===== src/rtl/vga_text_pkg.sv =====
// Shared types and constants for the VGA text-mode Avalon writer.
//   state_e      : writer FSM states
//   cur_op_e     : operations the cursor sub-module can perform
//   TEXT_COLS/ROWS, VRAM_WORDS, PAL_BASE : text-buffer geometry and palette address
//   DEFAULT_PAL  : 8 palette words, two 12-bit RGB entries each (CGA colours)
package vga_text_pkg;

   typedef enum logic [1:0] {
      ST_INIT_PAL = 2'd0,
      ST_CLEAR    = 2'd1,
      ST_IDLE     = 2'd2,
      ST_CHAR_WR  = 2'd3
   } state_e;

   typedef enum logic [2:0] {
      CUR_HOLD = 3'd0,
      CUR_ADV  = 3'd1,
      CUR_NL   = 3'd2,
      CUR_CR   = 3'd3,
      CUR_ZERO = 3'd4
   } cur_op_e;

   localparam int          TEXT_COLS   = 80;
   localparam int          TEXT_ROWS   = 30;
   localparam int          VRAM_WORDS  = 1200;
   localparam int          PAL_WORDS   = 8;
   localparam logic [11:0] PAL_BASE    = 12'h800;
   localparam logic [11:0] CURSOR_LAST = 12'(TEXT_COLS * TEXT_ROWS - 1);

   localparam logic [7:0]  CHAR_NL = 8'h0A;
   localparam logic [7:0]  CHAR_CR = 8'h0D;

   // Word n = {7'b0, rgb[2n+1], rgb[2n], 1'b0}; rgb is 4 bits per channel.
   localparam logic [7:0][31:0] DEFAULT_PAL = {
      32'h01FF_FFEA,   // 15 FFF | 14 FF5
      32'h01EB_FEAA,   // 13 F5F | 12 F55
      32'h00BF_EBEA,   // 11 5FF | 10 5F5
      32'h00AB_EAAA,   //  9 55F |  8 555
      32'h0155_54A0,   //  7 AAA |  6 A50
      32'h0141_5400,   //  5 A0A |  4 A00
      32'h0015_4140,   //  3 0AA |  2 0A0
      32'h0001_4000    //  1 00A |  0 000
   };

   function automatic logic [31:0] clear_word(input logic [7:0] attr);
      return {8'h00, attr, 8'h00, attr};
   endfunction

endpackage


===== src/rtl/vga_text_cursor.sv =====
// Cursor position tracker for the 80x30 text screen.
//   clk, reset_n : clock, async active-low reset
//   op           : HOLD / ADV (next cell, wraps 2399->0) / NL (next row start,
//                  row 29 -> row 0) / CR (column 0) / ZERO
//   cursor       : linear cell index row*80+col
module vga_text_cursor
   import vga_text_pkg::*;
(
   input  logic        clk,
   input  logic        reset_n,
   input  cur_op_e     op,
   output logic [11:0] cursor
);

   logic [11:0] cursor_q, cursor_d;
   logic [6:0]  col_q, col_d;
   logic [4:0]  row_q, row_d;
   logic [4:0]  row_next;

   // Row and column are tracked alongside the linear index so that
   // NL and CR need only subtract/add, never multiply.
   always_comb begin
      row_next = (row_q == 5'(TEXT_ROWS - 1)) ? 5'd0 : row_q + 5'd1;
      cursor_d = cursor_q;
      col_d    = col_q;
      row_d    = row_q;
      case (op)
         CUR_ADV: begin
            if (col_q == 7'(TEXT_COLS - 1)) begin
               col_d = 7'd0;
               row_d = row_next;
            end else begin
               col_d = col_q + 7'd1;
            end
            cursor_d = (cursor_q == CURSOR_LAST) ? 12'd0 : cursor_q + 12'd1;
         end
         CUR_NL: begin
            col_d    = 7'd0;
            row_d    = row_next;
            cursor_d = (row_q == 5'(TEXT_ROWS - 1)) ? 12'd0
                     : cursor_q - {5'd0, col_q} + 12'(TEXT_COLS);
         end
         CUR_CR: begin
            col_d    = 7'd0;
            cursor_d = cursor_q - {5'd0, col_q};
         end
         CUR_ZERO: begin
            col_d    = 7'd0;
            row_d    = 5'd0;
            cursor_d = 12'd0;
         end
         default: ;
      endcase
   end

   always_ff @(posedge clk or negedge reset_n) begin
      if (!reset_n) begin
         cursor_q <= 12'd0;
         col_q    <= 7'd0;
         row_q    <= 5'd0;
      end else begin
         cursor_q <= cursor_d;
         col_q    <= col_d;
         row_q    <= row_d;
      end
   end

   assign cursor = cursor_q;

endmodule


===== src/rtl/vga_text_avl_writer.sv =====
// Character-stream to Avalon-MM writer for a VGA text-mode slave.
// Loads the default palette, clears the screen, then writes one 16-bit
// {char, attr} cell per accepted character; handles NL/CR and clear requests.
//   clk, reset_n                 : clock, async active-low reset
//   char_valid/data/attr/ready   : character stream (valid/ready handshake)
//   clear_req, clear_attr        : clear-screen request and fill attribute
//   busy, cursor                 : status
//   avm_*                        : Avalon-MM write-only master
//
// state       | meaning
// ------------+-----------------------------------------------
// ST_INIT_PAL | writing 8 palette words to 0x800..0x807
// ST_CLEAR    | filling VRAM words 0..1199 with clear_attr
// ST_IDLE     | ready for a character, or starting a pending clear
// ST_CHAR_WR  | one cell write in flight
module vga_text_avl_writer
   import vga_text_pkg::*;
(
   input  logic        clk,
   input  logic        reset_n,
   input  logic        char_valid,
   input  logic [7:0]  char_data,
   input  logic [7:0]  char_attr,
   output logic        char_ready,
   input  logic        clear_req,
   input  logic [7:0]  clear_attr,
   output logic        busy,
   output logic [11:0] cursor,
   output logic        avm_cs,
   output logic        avm_write,
   output logic [11:0] avm_addr,
   output logic [3:0]  avm_byte_en,
   output logic [31:0] avm_writedata,
   input  logic        avm_waitrequest
);

   state_e      state_q, state_d;
   logic [10:0] cnt_q, cnt_d;
   logic        clr_pend_q, clr_pend_d;
   logic        avm_write_q, avm_write_d;
   logic [11:0] avm_addr_q, avm_addr_d;
   logic [3:0]  avm_be_q, avm_be_d;
   logic [31:0] avm_wdata_q, avm_wdata_d;
   cur_op_e     cur_op;
   logic        done;
   logic [2:0]  pal_idx;

   vga_text_cursor u_cursor (
      .clk     (clk),
      .reset_n (reset_n),
      .op      (cur_op),
      .cursor  (cursor)
   );

   // Bus outputs are registered: the next transfer is loaded on the edge
   // that completes the current one, so fills run back to back and the
   // request is inherently held stable while waitrequest is high.
   always_comb begin
      done        = avm_write_q & ~avm_waitrequest;
      pal_idx     = avm_addr_q[2:0] + 3'd1;
      state_d     = state_q;
      cnt_d       = cnt_q;
      clr_pend_d  = clr_pend_q | clear_req;
      avm_write_d = avm_write_q;
      avm_addr_d  = avm_addr_q;
      avm_be_d    = avm_be_q;
      avm_wdata_d = avm_wdata_q;
      cur_op      = CUR_HOLD;
      case (state_q)
         ST_INIT_PAL: begin
            if (!avm_write_q) begin
               avm_write_d = 1'b1;
               avm_addr_d  = PAL_BASE;
               avm_be_d    = 4'hF;
               avm_wdata_d = DEFAULT_PAL[0];
               cnt_d       = 11'(PAL_WORDS - 1);
            end else if (done) begin
               if (cnt_q == 11'd0) begin
                  // clear_attr is captured here, once, for the whole fill
                  state_d     = ST_CLEAR;
                  cnt_d       = 11'(VRAM_WORDS - 1);
                  avm_addr_d  = 12'd0;
                  avm_wdata_d = clear_word(clear_attr);
               end else begin
                  cnt_d       = cnt_q - 11'd1;
                  avm_addr_d  = avm_addr_q + 12'd1;
                  avm_wdata_d = DEFAULT_PAL[pal_idx];
               end
            end
         end
         ST_CLEAR: begin
            if (done) begin
               if (cnt_q == 11'd0) begin
                  state_d     = ST_IDLE;
                  avm_write_d = 1'b0;
                  avm_addr_d  = 12'd0;
                  avm_be_d    = 4'h0;
                  avm_wdata_d = 32'd0;
                  cur_op      = CUR_ZERO;
               end else begin
                  cnt_d      = cnt_q - 11'd1;
                  avm_addr_d = avm_addr_q + 12'd1;
               end
            end
         end
         ST_IDLE: begin
            if (clr_pend_q) begin
               // requests arriving this cycle merge into the clear now starting
               state_d     = ST_CLEAR;
               clr_pend_d  = 1'b0;
               cnt_d       = 11'(VRAM_WORDS - 1);
               avm_write_d = 1'b1;
               avm_addr_d  = 12'd0;
               avm_be_d    = 4'hF;
               avm_wdata_d = clear_word(clear_attr);
            end else if (char_valid) begin
               case (char_data)
                  CHAR_NL: cur_op = CUR_NL;
                  CHAR_CR: cur_op = CUR_CR;
                  default: begin
                     state_d     = ST_CHAR_WR;
                     avm_write_d = 1'b1;
                     avm_addr_d  = {1'b0, cursor[11:1]};
                     if (cursor[0]) begin
                        avm_be_d    = 4'b1100;
                        avm_wdata_d = {char_data, char_attr, 16'h0000};
                     end else begin
                        avm_be_d    = 4'b0011;
                        avm_wdata_d = {16'h0000, char_data, char_attr};
                     end
                  end
               endcase
            end
         end
         ST_CHAR_WR: begin
            if (done) begin
               state_d     = ST_IDLE;
               avm_write_d = 1'b0;
               avm_addr_d  = 12'd0;
               avm_be_d    = 4'h0;
               avm_wdata_d = 32'd0;
               cur_op      = CUR_ADV;
            end
         end
         default: state_d = ST_INIT_PAL;
      endcase
   end

   always_ff @(posedge clk or negedge reset_n) begin
      if (!reset_n) begin
         state_q     <= ST_INIT_PAL;
         cnt_q       <= 11'd0;
         clr_pend_q  <= 1'b0;
         avm_write_q <= 1'b0;
         avm_addr_q  <= 12'd0;
         avm_be_q    <= 4'h0;
         avm_wdata_q <= 32'd0;
      end else begin
         state_q     <= state_d;
         cnt_q       <= cnt_d;
         clr_pend_q  <= clr_pend_d;
         avm_write_q <= avm_write_d;
         avm_addr_q  <= avm_addr_d;
         avm_be_q    <= avm_be_d;
         avm_wdata_q <= avm_wdata_d;
      end
   end

   assign char_ready    = (state_q == ST_IDLE) && !clr_pend_q;
   assign busy          = (state_q != ST_IDLE);
   assign avm_cs        = avm_write_q;
   assign avm_write     = avm_write_q;
   assign avm_addr      = avm_addr_q;
   assign avm_byte_en   = avm_be_q;
   assign avm_writedata = avm_wdata_q;

endmodule

===== config.mk =====
export PLATFORM = sky130hd
export DESIGN_NAME = vga_text_avl_writer
export DESIGN_NICKNAME = d
export VERILOG_FILES = /design/src/rtl/vga_text_pkg.sv /design/src/rtl/vga_text_cursor.sv /design/src/rtl/vga_text_avl_writer.sv
export SDC_FILE = /design/constraint.sdc
export NUM_CORES = 1
export LEC_CHECK = 0
export CAP_MARGIN = 25
export CORE_ASPECT_RATIO = 1.1
export CORE_UTILIZATION = 55
export CTS_BUF_LIST = sky130_fd_sc_hd__clkbuf_4 sky130_fd_sc_hd__clkbuf_8
export CTS_CLUSTER_SIZE = 40
export DETAILED_ROUTE_END_ITERATION = 16
export PLACE_DENSITY_LB_ADDON = 0.05
export SETUP_SLACK_MARGIN = 0.4
export SLEW_MARGIN = 5
export SYNTH_ARGS = -nofsm -noshare
export SYNTH_HDL_FRONTEND = slang
export SYNTH_SLANG_ARGS = --single-unit
export TNS_END_PERCENT = 1

===== constraint.sdc =====
create_clock -name clk -period 3.7 [get_ports clk]
set_clock_uncertainty 0.15 [all_clocks]
set_input_delay 0.37 -clock clk [delete_from_list [all_inputs] [get_ports clk]]
set_output_delay 0.37 -clock clk [all_outputs]
set_load 0.1 [all_outputs]

==> summary.txt <==
Maximum VDD drop - 854.4 uV
Library cells used by synthesis - 81
Clock power share - 11.0%
Ys Warns - 0
Most common cell in the netlist - dfrtp_1
Slew margin rel. - 31.26%
Final Util - 68.63%
Diode count - 0
CP dominant cell by count - nor4_1
Combinational Power Share - 66.5%
Worst-margin pin slew - 1.028 ns
Critical Path Sink Type - flop
DRC Markers - 0
CP cell instances - inv_1 > ha_1 > nor4_1 > nand4_1 > a21oi_1 > or2_1 > nor4_1 > nor2_1 > o21ai_0
Vias in the first global route - 5568
Period minus WS final - 3.163 ns
Clk slew on worst S/H paths - 0.09 ns
Synthesized cell area - 5911 um2
Setup TNS - 0 ns
CP Data Arrival Time - 3.27 ns
Int Power - 3010 uW
Net Count, Synth - 770
Pwr dens - 977.9 nW/um2
Count of final hold-check violations - 0
WHS - 0.3476 ns
Post-synth top flop - dfrtp_1
Ys async rst share - 100.0%
Hold Path Class - flop to flop
Antenna violations before repair - 0
Vias - 5967
DR pass1 iterations - 7
Clock sink total - 85
Status - completed
RSZ-0062 raised after global routing - true
P_leak - 0.002878 uW
GRT Util Overall - 31.65%
Largest net degree at the start of global routing - 70
Core area - 10440 um2
Slowest CP cell - or2_1
Final setup vio count - 0
Max Slew Vio Count - 0
Synthesis-to-layout area growth - 21.25%
CP startpoint kind - flop
Htree depth - 3
Clk_lat worst skew - 0.37 ns
Routed len/inst - 18.20 um
Die area - 11170 um2
Die extent in x - 100.8 um
Flop and latch count out of synthesis - 85
Clock Path Buffers - 2
Post-CTS setup buffer count - 0
Synth top area share - 35.99%
Final wirelength - 17140 um
Sequential power share - 22.5%
Starting density of the core - 56.60%
Cells after Synth - 720
Syn_area_per_cell - 8.209 um2
RePlAce Congestion - 0.9318
Ports - 93
Synth top cells by count - dfrtp_1 (85), o21ai_0 (80), nor2_1 (67), a21oi_1 (66), nand2_1 (50)
Nets@finish - 844
Die Span Y - 110.7 um
First-pass GRT wire length - 27700 um
Max Fclk - 0.3161 GHz
NetSw - 3999 uW
Post-synth EDFFs - 0
Largest area contributor in the netlist - dfrtp_1
Root buffer cell - clkbuf_8
CTS tree - done
CTS buffer count - 9
Hpwl dp - 12330 um
Max stage delay on crit path - 0.53 ns
Worst Path Max Fanout - 18
Max Cap Viol - 0
WP data required - 3.80 ns
Switching part of the total - 57.06%
Share of layout cells above drive strength 1 - 6.884%
Register area share after synthesis - 35.99%
Detail Route Antenna Nets - 0
Vias per Instance - 6.334
Core Rows - 39
Worst setup path class - flop to flop
Initial drt markers - 433
Port bufs - 92
Grt total ovfl - 0
Area contributors post-synth - dfrtp_1 (36%), o21ai_0 (6.8%), a21oi_1 (5.6%)
Crit share post-route - 85.50%
[stage by stage]
| step | total power (uW) | setup WS, ns | instance area (um2) | cells |
|---|---|---|---|---|
| global placement | 6091 | 0.6544 | 6914 | 925 |
| detailed placement | 6178 | 0.5488 | 6914 | 925 |
| finish | 7009 | 0.5365 | 7167 | 942 |
| global route | 7410 | 0.3726 | 7167 | 942 |
| CTS | 6974 | 0.5062 | 7152 | 942 |
| floorplan | 5088 | 0.4120 | 5918 | 720 |
[worst paths after layout]
kind	from	to	slack, ns	depth (start not counted)
worst max register to register	state_q[0]	u_cursor.cursor[6]	0.54	9
worst min register to register	avm_writedata[3]	avm_writedata[3]	0.35	1
worst min-delay path	avm_writedata[3]	avm_writedata[3]	0.35	1
max in group asynchronous	reset_n	avm_writedata[30]	2.10	3
worst max-delay path	state_q[0]	u_cursor.cursor[6]	0.54	9
min in group asynchronous	reset_n	avm_addr[6]	0.51	2
[placed cells by master (no fill, tap or decap), drive strengths merged, types with 20 or more instances in the layout]
master / netlist / final
o21ai: 84 / 84
nand3: 28 / 28
ha: 20 / 20
nor2: 67 / 67
a21oi: 68 / 68
inv: 36 / 37
nand2: 50 / 50
clkdlybuf4s50: 0 / 89
dfrtp: 85 / 85
nor3: 23 / 23
[cells by family after synthesis]
| logic type | synth area share [%] |
|---|---|
| flip-flops | 35.99 |
| buffers and inverters | 5.631 |
| AO/OA/AOI/OAI | 28.87 |
| adder cells (fa/ha/maj) | 4.572 |
| multiplexers | 0.5927 |
| XOR/XNOR | 1.778 |
| AND/OR/NAND/NOR | 22.57 |
[power by group through the flow]
stage | Sequential [uW] | Combinational (uW) | Clock, uW
global placement | 1560 | 4530 | 0
finish | 1570 | 4660 | 773
floorplan | 2910 | 2180 | 0
global route | 1610 | 4990 | 814
CTS | 1560 | 4630 | 783
detailed placement | 1570 | 4610 | 0
[state kept, by name (all words and copies together), names as in the netlist]
name	flops
avm_byte_en	2
u_cursor.col_q	7
cnt_q	11
u_cursor.cursor	12
avm_cs	1
avm_writedata	32
u_cursor.row_q	5
clr_pend_q	1
avm_addr	12
state_q	2
[timing repair]
item / in CTS / in global routing
endpoints found under the hold margin: 8 / 0
endpoints found under the setup margin: 0 / 4
hold buffers: 1 / 0
resized for setup: 0 / 3
[layout make-up]
type | instances | area (um2)
clock inverter | 5 | 82.58
inverter | 36 | 135.1
clock buffer | 11 | 145.1
fill | 906 | 3276
sequential | 85 | 2133
tap | 143 | 178.9
multi-input combinational | 558 | 3473
timing repair buffer | 104 | 1018
[metal layers]
layer  vias up  routed length (um)  GRT usage, %
li1       2813                   -             -
met1      2861                7299         42.57
met2       251                8274         50.05
met3        42                1074         4.161
met4         0                 492         15.65
met5         -                   0             0
[critical path, delay by kind of cell (launching register included)]
kind | cells | cell delay, ns
compound gates | 2 | 0.47
fa+ha+maj | 1 | 0.37
flops | 1 | 0.39
simple gates | 5 | 1.57
buf+inv | 1 | 0.09
Power figures use the tool's default switching activity.
